**src/rtl/cpu_ad48_csr_file.sv**
```systemverilog
// CSR responder for the cpu_ad48 core: STATUS, SCRATCH, CYCLE, INSTRET plus priv_mode.
// Optional privilege checking is enabled by defining CPU_AD48_CSR_PRIV_CHECK_EN.
module cpu_ad48_csr_file #(
   parameter int          XLEN         = 48,
   parameter logic [11:0] ADDR_STATUS  = 12'h000,
   parameter logic [11:0] ADDR_SCRATCH = 12'h001,
   parameter logic [11:0] ADDR_CYCLE   = 12'hC00,
   parameter logic [11:0] ADDR_INSTRET = 12'hC02
) (
   input  logic            clk,
   input  logic            rst,
   input  logic            req_valid,
   output logic            req_ready,
   input  logic [1:0]      req_func,
   input  logic [11:0]     req_addr,
   input  logic [XLEN-1:0] req_wdata,
   output logic            rsp_valid,
   input  logic            rsp_ready,
   output logic [XLEN-1:0] rsp_rdata,
   output logic            rsp_err,
   input  logic            retire,
   output logic [1:0]      priv_mode,
   output logic [XLEN-1:0] csr_status,
   output logic [XLEN-1:0] csr_scratch,
   output logic [XLEN-1:0] csr_cycle,
   output logic [XLEN-1:0] csr_instret
);

   localparam logic [1:0] FUNC_R  = 2'd0;
   localparam logic [1:0] FUNC_RW = 2'd1;
   localparam logic [1:0] FUNC_RS = 2'd2;
   localparam logic [1:0] FUNC_RC = 2'd3;

   typedef enum logic {S_IDLE, S_RESP} state_t;

   state_t            state_q, state_d;
   logic [XLEN-1:0]   status_q, status_d;
   logic [XLEN-1:0]   scratch_q, scratch_d;
   logic [XLEN-1:0]   cycle_q, cycle_d;
   logic [XLEN-1:0]   instret_q, instret_d;
   logic [XLEN-1:0]   rsp_rdata_q, rsp_rdata_d;
   logic              rsp_err_q, rsp_err_d;

   logic              accept;
   logic              hit_status, hit_scratch, hit_cycle, hit_instret;
   logic              known, is_write, priv_fault, illegal;
   logic [XLEN-1:0]   old_val, new_val;

   function automatic logic [XLEN-1:0] wr_value(input logic [1:0]      func,
                                                input logic [XLEN-1:0] old,
                                                input logic [XLEN-1:0] wdata);
      case (func)
         FUNC_RW: wr_value = wdata;
         FUNC_RS: wr_value = old | wdata;
         FUNC_RC: wr_value = old & ~wdata;
         default: wr_value = old;
      endcase
   endfunction

   always_comb begin
      state_d     = state_q;
      status_d    = status_q;
      scratch_d   = scratch_q;
      cycle_d     = cycle_q + XLEN'(1);
      instret_d   = instret_q + XLEN'(retire);
      rsp_rdata_d = rsp_rdata_q;
      rsp_err_d   = rsp_err_q;

      // In RESP the slot frees up exactly when the consumer takes the response.
      req_ready   = (state_q == S_IDLE) || rsp_ready;
      accept      = req_valid && req_ready;

      hit_status  = (req_addr == ADDR_STATUS);
      hit_scratch = (req_addr == ADDR_SCRATCH);
      hit_cycle   = (req_addr == ADDR_CYCLE);
      hit_instret = (req_addr == ADDR_INSTRET);
      known       = hit_status || hit_scratch || hit_cycle || hit_instret;
      is_write    = (req_func != FUNC_R);

`ifdef CPU_AD48_CSR_PRIV_CHECK_EN
      priv_fault  = (status_q[1:0] < req_addr[9:8]);
`else
      priv_fault  = 1'b0;
`endif

      illegal = !known || (is_write && (hit_cycle || hit_instret)) || priv_fault;

      old_val = '0;
      if (hit_status)  old_val = status_q;
      if (hit_scratch) old_val = scratch_q;
      if (hit_cycle)   old_val = cycle_q;
      if (hit_instret) old_val = instret_q;

      new_val = wr_value(req_func, old_val, req_wdata);

      if (accept) begin
         state_d     = S_RESP;
         rsp_err_d   = illegal;
         rsp_rdata_d = illegal ? '0 : old_val;
         if (!illegal && is_write) begin
            // WARL: the reserved privilege encoding 2'b10 leaves the field untouched.
            if (hit_status)
               status_d = {new_val[XLEN-1:2],
                           (new_val[1:0] == 2'b10) ? status_q[1:0] : new_val[1:0]};
            if (hit_scratch)
               scratch_d = new_val;
         end
      end else if ((state_q == S_RESP) && rsp_ready) begin
         state_d = S_IDLE;
      end
   end

   always_ff @(posedge clk) begin
      if (rst) begin
         state_q     <= S_IDLE;
         status_q    <= XLEN'(3);
         scratch_q   <= '0;
         cycle_q     <= '0;
         instret_q   <= '0;
         rsp_rdata_q <= '0;
         rsp_err_q   <= 1'b0;
      end else begin
         state_q     <= state_d;
         status_q    <= status_d;
         scratch_q   <= scratch_d;
         cycle_q     <= cycle_d;
         instret_q   <= instret_d;
         rsp_rdata_q <= rsp_rdata_d;
         rsp_err_q   <= rsp_err_d;
      end
   end

   assign rsp_valid   = (state_q == S_RESP);
   assign rsp_rdata   = rsp_rdata_q;
   assign rsp_err     = rsp_err_q;
   assign priv_mode   = status_q[1:0];
   assign csr_status  = status_q;
   assign csr_scratch = scratch_q;
   assign csr_cycle   = cycle_q;
   assign csr_instret = instret_q;

endmodule

```
**config.mk**
```make
export PLATFORM = sky130hd
export DESIGN_NAME = cpu_ad48_csr_file
export DESIGN_NICKNAME = d
export VERILOG_FILES = /design/src/rtl/cpu_ad48_csr_file.sv
export SDC_FILE = /design/constraint.sdc
export NUM_CORES = 1
export LEC_CHECK = 0
export ABC_CLOCK_PERIOD_IN_PS = 6100
export CAP_MARGIN = 0
export CORE_MARGIN = 8
export CORE_UTILIZATION = 53
export DETAILED_ROUTE_END_ITERATION = 7
export GPL_ROUTABILITY_DRIVEN = 0
export GPL_TIMING_DRIVEN = 0
export MAX_ROUTING_LAYER = met4
export PLACE_DENSITY_LB_ADDON = 0.05
export RECOVER_POWER = 100
export SLEW_MARGIN = 20
export SYNTH_ARGS = -nofsm -noshare
export SYNTH_HDL_FRONTEND = slang
export SYNTH_SLANG_ARGS = --single-unit
```
**constraint.sdc**
```tcl
create_clock -name clk -period 6.1 [get_ports clk]
set_input_delay 0.915 -clock clk [delete_from_list [all_inputs] [get_ports clk]]
set_output_delay 0.915 -clock clk [all_outputs]
set_load 0.05 [all_outputs]
```
### Word-level counts from Yosys, hierarchy flattened

Index checks and enable logic that the tools add are counted.

| storage, ports and cells | value |
|---|---|
| ROM bits | 0 |
| word-level logic and storage cells | 48 |
| memory bits (writable) | 0 |
| flip-flop bits (word level) | 242 |
| memories | 0 |
| bits in latches | 0 |

| cells by class | value |
|---|---|
| equality and inequality tests | 7 |
| shifts and indexed selects | 0 |
| div/mod/pow operators | 0 |
| add/sub/neg operators | 2 |
| reduce and logical (&&, ||, !) cells | 18 |
| bitwise operators | 5 |
| order comparisons | 0 |
| multiplexer cells | 8 |
| $mul | 0 |

Operators by type and width:

| operator | number |
|---|---|
| 48-bit two-way mux | 5 |
| 48-bit one-hot mux with 3 select lines | 1 |
| 48-bit by 1-bit adder with 48-bit output | 1 |
| 48-bit by 1-bit adder with 48-bit output (second input constant) | 1 |
| 48-bit AND | 1 |
| 48-bit NOT | 1 |
| 48-bit OR | 1 |
| 12-bit equality test (second input constant) | 2 |
| 12-bit by 1-bit equality test with 1-bit output (second input constant) | 1 |
| 12-bit logical NOT | 1 |
| 2-bit equality test (second input constant) | 3 |
| 1-bit logical OR | 6 |
| 3-bit AND reduction | 2 |
| 1-bit logical AND | 4 |
| 4-bit AND reduction | 1 |
| 2-bit nonzero test | 2 |
| 2-bit by 1-bit equality test with 1-bit output (second input constant) | 1 |
| 1-bit logical NOT | 2 |
| 1-bit two-way mux | 2 |
| 1-bit NOT | 2 |

### Depth between registers and ports, before layout

Gate-level depths: netlist of the first run.

| depth | value |
|---|---|
| word-level depth | 10 |
| mapped depth | 9 |
| depth with buffers taken out | 8 |

### Worst setup path before layout of the first run

Ideal clock, no wire load.

| path | value |
|---|---|
| path type | input to register |
| start point | input port req_addr[5] |
| end point | register scratch_q[45], in the netlist csr_scratch[45] |
| cell stages on the path | 7 |
| setup slack | 3.292 ns |
| arrival time | 2.734 ns |
| buffers on the path | 2 |
| data required time | 6.026 ns |
| cells stage by stage | or4_1 buf_2 nor4_4 buf_4 a22oi_1 a221o_1 o21ai_0 |

| between the ends | value |
|---|---|
| cells in the longest elaborated chain, start to end | 9 |
| elaborated cells on any way between the ends | 21 |

Ends and longest elaborated chain:

| item | RTL line | source |
|---|---|---|
| start: declaration | 15 | `input logic [11:0] req_addr,` |
| parallel branches: the longest is 9 deep, another holds 48-bit two-way mux | -- |  |
| end signal: assignment | 125 | `scratch_q <= scratch_d;` |
| end: declaration | 38 | `logic [XLEN-1:0] scratch_q, scratch_d;` |

Several ways; the timed one is not identified.
A chain may end at the register's enable or synchronous reset.

### Worst setup path in the final report of the first run

| path | value |
|---|---|
| start point | input port req_addr[5] |
| end point | register scratch_q[9], in the netlist csr_scratch[9] |

Same word-level chain as after synthesis.

==> results_dict.tcl, run 1 <==
set metrics [dict create \
    synthToLayoutAreaGrowth_pct 36.7 \
    synth_cell_type_count 56 \
    nFillCells 1745 \
    path_clk_slew_ns 0.06 \
    synth_top_area_share_pct 40.9 \
    hold_viol 0 \
    relSlewSlack_pct 3.91 \
    tightest_slew_ns 1.43 \
    multi_input_area_um2 6470 \
    synth_edf_count 0 \
    antenna_found_initial 1 \
    post-dp-hpwl_mm 37.0 \
    startpoint_type "input pin" \
    pwr-share-seq_pct 43.9 \
    gr-total-overflow 0 \
    synth-simple-area-share_pct 23.0 \
    die_y_um 165 \
    layout_min_cycle_time_ns 4.39 \
    worstSkewPairLatency_ns 0.55 \
    io_pins 312 \
    drt-initial-drc-count 1319 \
    cp_max_fo 10 \
    synth_top_flop_cell "dfxtp_1" \
    synthTopCellsByCount "dfxtp_1 (242), nor2_1 (188), nand2_1 (129), o21ai_0 (101), xnor2_1 (87)" \
    required_ns 6.56 \
    internal_power_w 0.00274 \
    drc_errors 0 \
    worstPathArrival_ns 4.85 \
    syn_avg_cell_area_um2 8.36 \
    rsz0062_at_grt "no" \
    grt_start_max_net_pins 15 \
    vdd_drop_max_mv 0.183 \
    synthArstFlopShare_pct 0 \
    synth_adder_area_share_pct 0.317 \
    reg2reg_depth 6 \
    holdPathEnd "csr_scratch[1]$_SDFFE_PP0P_" \
    wire_per_inst_um 23.7 \
    synth_compound_area_share_pct 18.4 \
    power_density_nw_per_um2 224 \
    hold_depth 2 \
    ys_warn_count 0 \
    antenna_left 0 \
    netlist_top_cells_area "dfxtp_1 (41%), xnor2_1 (6.4%), nor2_1 (6.0%)" \
    p_comb_share_pct 8.1 \
    routed_wl_mm 48.6 \
    cts-buffers-inserted 26 \
    worst-r2r-setup-slack_ns 2.76 \
    num_rows 54 \
    yosysSeqAreaShare_pct 40.9 \
    muxShareOfSynthArea_pct 4.32 \
    grt_pass1_wl_mm 71.9 \
    r2r_end "csr_cycle[47]$_SDFF_PP0_" \
    timing.rr.start "csr_cycle[9]$_SDFF_PP0_" \
    drive_above_1_share_pct 4.06 \
    floorplan.initialDensity_pct 54.1 \
    total_power_w 0.00362 \
    worst_setup_path_end_kind "flip-flop" \
    max_cap_viol_count 0 \
    post-route-period-util_pct 72.0 \
    synth_seq_cells 242 \
    grt_pass1_vias 12400 \
    postCtsSetupBuffers 0 \
    track_usage_pct 35.1 \
    vias 12800 \
    drv_slew 0 \
    status "completed" \
    firstDrtPassIters 7 \
    skew_ns 0.0201 \
    hold_buffers 0 \
    layout.nets 1822 \
    vias_per_cell 6.24 \
    hold_path_class "reg -> reg" \
    synth_top_family_by_area "simple AND/OR/NAND/NOR gates" \
    tritoncts "built" \
    cts_resized 0 \
    cts.htree.levels 1 \
    yosysMostFrequentCell "dfxtp_1" \
    regArea_um2 4840 \
    hold_start "csr_scratch[1]$_SDFFE_PP0P_" \
    root_buffer "clkbuf_16" \
    cts_max_path_buffers 3 \
    syn_area_um2 11800 \
    netSwitchingPower_w 0.000882 \
    switching_share_pct 24.4 \
    pwr-share-clk_pct 48.0 \
    fmax_ghz 0.228 \
    crit_type "in -> reg" \
    setup_violations 0 \
    die_w_um 165 \
    synth-xor-area-share_pct 8.88 \
    synth_top_cell_by_area "dfxtp_1" \
    final.setup.tns_ns 0 \
    syn_nets 1486 \
    synth_cells 1416 \
    dieArea_um2 27400 \
    leakage_nw 6.24 \
    cts_sinks 242 \
    io_buffers 308 \
    core_area_um2 21900 \
]
-- cells by family after synthesis --
logic type	after synthesis
and+or+nand+nor	545
AOI/OAI and AO/OA	335
DFF	242
xor gates and xnor gates	120
buffers and inverters	120
muxes	51
adders and majority gates	3
-- power groups by stage --
stage,sequential (W),clock (W),combinational (W)
after floorplan,0.00164,0,0.000150
after global placement,0.00163,0,0.000281
after detailed placement,0.00163,0,0.000285
after CTS,0.00159,0.00174,0.000289
after global routing,0.00159,0.00181,0.000307
final,0.00159,0.00174,0.000293
-- area by class of cell --
| class | count | share of cell area (%) |
|---|---|---|
| plain buffers | 97 | 2.50 |
| multi-input cells | 1054 | 40.0 |
| inverters | 23 | 0.533 |
| clock inverters | 16 | 1.41 |
| repair buffers | 308 | 19.0 |
| diodes | 1 | 0.0155 |
| clock buffers | 32 | 4.41 |
| flip-flops and latches | 242 | 29.9 |
| well taps | 280 | 2.16 |
-- critical path: stages --
cell and delay [ns]:
dlygate4sd3_1 0.55, nor4_1 0.90, nand4_1 0.75, nor3_1 0.43, and2_0 0.41, nand2b_1 0.12, clkbuf_1 0.24, clkbuf_1 0.31
o2bb2ai_1 0.22
-- metrics by stage --
step,hold slack [ns],area (µm²),setup WS (ns),cells,util (%)
floorplan,0.676,11800,3.29,1416,-
global placement,0.450,15300,2.05,2004,69.8
detailed placement,0.458,15300,1.97,2004,69.8
CTS,0.465,16200,2.51,2052,74.1
global route,0.497,16200,1.37,2053,73.9
finish,0.477,16200,1.71,2053,73.9
-- worst max path at each step --
stage | start | end | slack, ns | depth (start not counted)
floorplan | req_addr[5] | csr_scratch[45]$_SDFFE_PP0P_ | 3.29 | 7
detailed placement | req_addr[5] | csr_status[29]$_SDFFE_PP0P_ | 1.97 | 7
CTS | req_addr[5] | csr_status[29]$_SDFFE_PP0P_ | 2.51 | 7
global placement | req_addr[5] | csr_status[27]$_SDFFE_PP0P_ | 2.05 | 7
finish | req_addr[5] | csr_scratch[9]$_SDFFE_PP0P_ | 1.71 | 9
global route | req_addr[5] | csr_scratch[9]$_SDFFE_PP0P_ | 1.37 | 9
-- cell usage in the layout, fill, tap and decap left out, types with 6 or more instances in the layout --
cell               n
o22ai_1           29
a22o_1            34
and4_1             6
dfxtp_1          242
nand4_1           23
nor2b_1            9
xor2_1            33
inv_1             22
a22oi_1           25
mux2i_1           50
clkbuf_16         26
nand3b_1          36
o21ai_0          121
nand2b_1           7
a221o_1            7
and2_1            16
nor4_1            13
a21oi_1           53
o2bb2ai_1         33
clkbuf_1          85
clkdlybuf4s50_1   58
nor3_1            36
nand2_1          129
nand3_1           30
nor2_1           188
or3_1             20
a2bb2oi_1         19
dlygate4sd3_1    250
and3_1             9
xnor2_1           87
-- state kept, by name, summed over array words and instances, names as in the netlist --
signal,count
csr_cycle,48
rsp_valid,1
rsp_err,1
csr_instret,48
rsp_rdata,48
csr_status,48
csr_scratch,48
-- layer usage --
metal	routed length, µm	up-vias	GRT usage, %
li1	-	5701	-
met1	18500	6038	42.2
met2	22000	886	54.8
met3	5690	186	8.75
met4	2450	0	16.2
met5	0	-	-
Note: power is estimated with default switching activity, not from simulation.
==> run 2: changes to the inputs <==
--- a/config.mk
+++ b/config.mk
@@ -5,10 +5,10 @@
 export SDC_FILE = /design/constraint.sdc
 export NUM_CORES = 1
 export LEC_CHECK = 0
-export ABC_CLOCK_PERIOD_IN_PS = 6100
+export ABC_CLOCK_PERIOD_IN_PS = 4300
 export CAP_MARGIN = 0
 export CORE_MARGIN = 8
-export CORE_UTILIZATION = 53
+export CORE_UTILIZATION = 49
 export DETAILED_ROUTE_END_ITERATION = 7
 export GPL_ROUTABILITY_DRIVEN = 0
 export GPL_TIMING_DRIVEN = 0
==> constraint.sdc (replaced) <==
create_clock -name clk -period 4.3 [get_ports clk]
set_input_delay 0.645 -clock clk [delete_from_list [all_inputs] [get_ports clk]]
set_output_delay 0.645 -clock clk [all_outputs]
set_load 0.05 [all_outputs]
==> results_dict.tcl, run 2 (synthesis results as in run 1) <==
set metrics [dict create \
    status "complete, but fails checks" \
    violations "max-capacitance violations, max-slew violations" \
    power_density_nw_per_um2 305 \
    pwr-share-seq_pct 45.9 \
    die_w_um 171 \
    required_ns 4.77 \
    skew_ns 0.0113 \
    cts.htree.levels 1 \
    switching_share_pct 24.6 \
    floorplan.initialDensity_pct 49.2 \
    relSlewSlack_pct -7.88 \
    worst-r2r-setup-slack_ns 1.04 \
    antenna_left 0 \
    vdd_drop_max_mv 0.251 \
    io_pins 312 \
    cts_sinks 242 \
    vias 12500 \
    drive_above_1_share_pct 3.67 \
    place_ws_ns 0.402 \
    dp_cells 2048 \
    postCtsSetupBuffers 0 \
    vias_per_cell 5.95 \
    leakage_nw 6.20 \
    grt_pass1_vias 11900 \
    wire_per_inst_um 22.9 \
    hold_viol 0 \
    root_buffer "clkbuf_16" \
    cts_max_path_buffers 3 \
    routed_wl_mm 47.9 \
    layout_common_cells "dlygate4sd3_1 (249), dfxtp_1 (242), nor2_1 (188)" \
    num_rows 57 \
    cts_resized 0 \
    drt-initial-drc-count 1317 \
    layout.nets 1822 \
    post-dp-hpwl_mm 37.2 \
    dieArea_um2 29400 \
    tritoncts "built" \
    post-route-period-util_pct 90.0 \
    timing.rr.start "csr_cycle[9]$_SDFF_PP0_" \
    cts-buffers-inserted 26 \
    gr-total-overflow 0 \
    rsz0062_at_grt "no" \
    nFillCells 2154 \
    crit_type "in -> reg" \
    fmax_ghz 0.258 \
    synthToLayoutAreaGrowth_pct 36.3 \
    internal_power_w 0.00370 \
    tightest_slew_ns 1.60 \
    crit_path_start "req_addr[9]" \
    worstSkewPairLatency_ns 0.54 \
    worstSetupEndpoint "csr_status[32]$_SDFFE_PP0P_" \
    worst_setup_path_end_kind "flip-flop" \
    die_y_um 171 \
    worstPathArrival_ns 4.34 \
    setup_violations 0 \
    pwr-share-clk_pct 45.7 \
    grt_pass1_wl_mm 70.4 \
    diodes 0 \
    layout_setup_ws_ns 0.429 \
    p_comb_share_pct 8.4 \
    final.setup.tns_ns 0 \
    max_cap_viol_count 2 \
    path_clk_slew_ns 0.06 \
    reg2reg_depth 6 \
    layout_min_cycle_time_ns 3.87 \
    grt_start_max_net_pins 14 \
    firstDrtPassIters 5 \
    antenna_found_initial 0 \
    drv_slew 8 \
    hold_buffers 0 \
    io_buffers 308 \
    track_usage_pct 32.1 \
    r2r_end "csr_cycle[47]$_SDFF_PP0_" \
    hold_path_class "reg -> reg" \
    stdcell_count 2094 \
    cp_max_fo 10 \
    final_common_cell "dlygate4sd3_1" \
    drc_errors 0 \
    netSwitchingPower_w 0.00121 \
    startpoint_type "input pin" \
    core_area_um2 24000 \
]
==> run 2: cell count changes in the layout (fill, tap and decap cells not counted), sizes merged <==
cell / before / now
clkinv: 7 / 4
clkdlybuf4s50: 58 / 59
dlygate4sd3: 250 / 249
clkinvlp: 5 / 0
buf: 14 / 13
diode: 1 / 0
clkbuf: 115 / 127
bufinv: 5 / 0
==> run 2: how the worst min path moves through the flow <==
stage                                start                           to  slack [ns]  cells after the start
2_1_floorplan  csr_status[11]$_SDFFE_PP0P_  csr_status[11]$_SDFFE_PP0P_        0.68                      2
3_3_place_gp   csr_status[36]$_SDFFE_PP0P_  csr_status[36]$_SDFFE_PP0P_        0.45                      2
3_5_place_dp   csr_status[29]$_SDFFE_PP0P_  csr_status[29]$_SDFFE_PP0P_        0.46                      2
4_1_cts        csr_status[29]$_SDFFE_PP0P_  csr_status[29]$_SDFFE_PP0P_        0.47                      2
5_1_grt        csr_scratch[5]$_SDFFE_PP0P_  csr_scratch[5]$_SDFFE_PP0P_        0.49                      2
6_report       csr_status[29]$_SDFFE_PP0P_  csr_status[29]$_SDFFE_PP0P_        0.47                      2
==> run 2: area by class of cell <==
class	count	area [µm²]	share of cell area (%)
well taps	324	405	2.51
clock inverters	3	26.3	0.163
repair buffers	308	3080	19.1
multi-input cells	1054	6460	40.0
inverters	23	86.3	0.535
plain buffers	97	404	2.50
clock buffers	43	825	5.11
flip-flops and latches	242	4840	30.0
==> run 2: per-stage QoR <==
step | total power (W) | instance area (µm²) | utilization (%) | hold slack [ns]
finish | 0.00491 | 16100 | 67.1 | 0.473
global route | 0.00503 | 16100 | 67.1 | 0.489
CTS | 0.00491 | 16200 | 67.3 | 0.466
detailed placement | 0.00271 | 15300 | 63.8 | 0.458
global placement | 0.00271 | 15300 | 63.8 | 0.451
floorplan | 0.00254 | 11800 | - | 0.676
==> run 2: power groups by stage <==
stage / clock network [W] / registers, W / logic [W]
after floorplan: 0 / 0.00232 / 0.000213
after global placement: 0 / 0.00231 / 0.000403
after detailed placement: 0 / 0.00231 / 0.000408
after CTS: 0.00224 / 0.00226 / 0.000411
after global routing: 0.00233 / 0.00226 / 0.000436
final: 0.00224 / 0.00226 / 0.000413
==> run 2: critical path, cell delays in order <==
cell and delay (ns):
dlygate4sd3_1 0.56, or4_1 0.62, clkbuf_1 0.28, nor3_1 1.16
clkbuf_1 0.46, nand2_1 0.09, o21ai_0 0.14, o21ai_0 0.19
o21ai_0 0.17
==> run 2: per-layer routing <==
metal / GRT usage (%) / vias up / wire length (µm)
met5: - / - / 0
met4: 13.0 / 0 / 1990
met3: 7.76 / 129 / 5140
met2: 50.3 / 635 / 21800
met1: 39.2 / 6002 / 18900
li1: - / 5689 / -
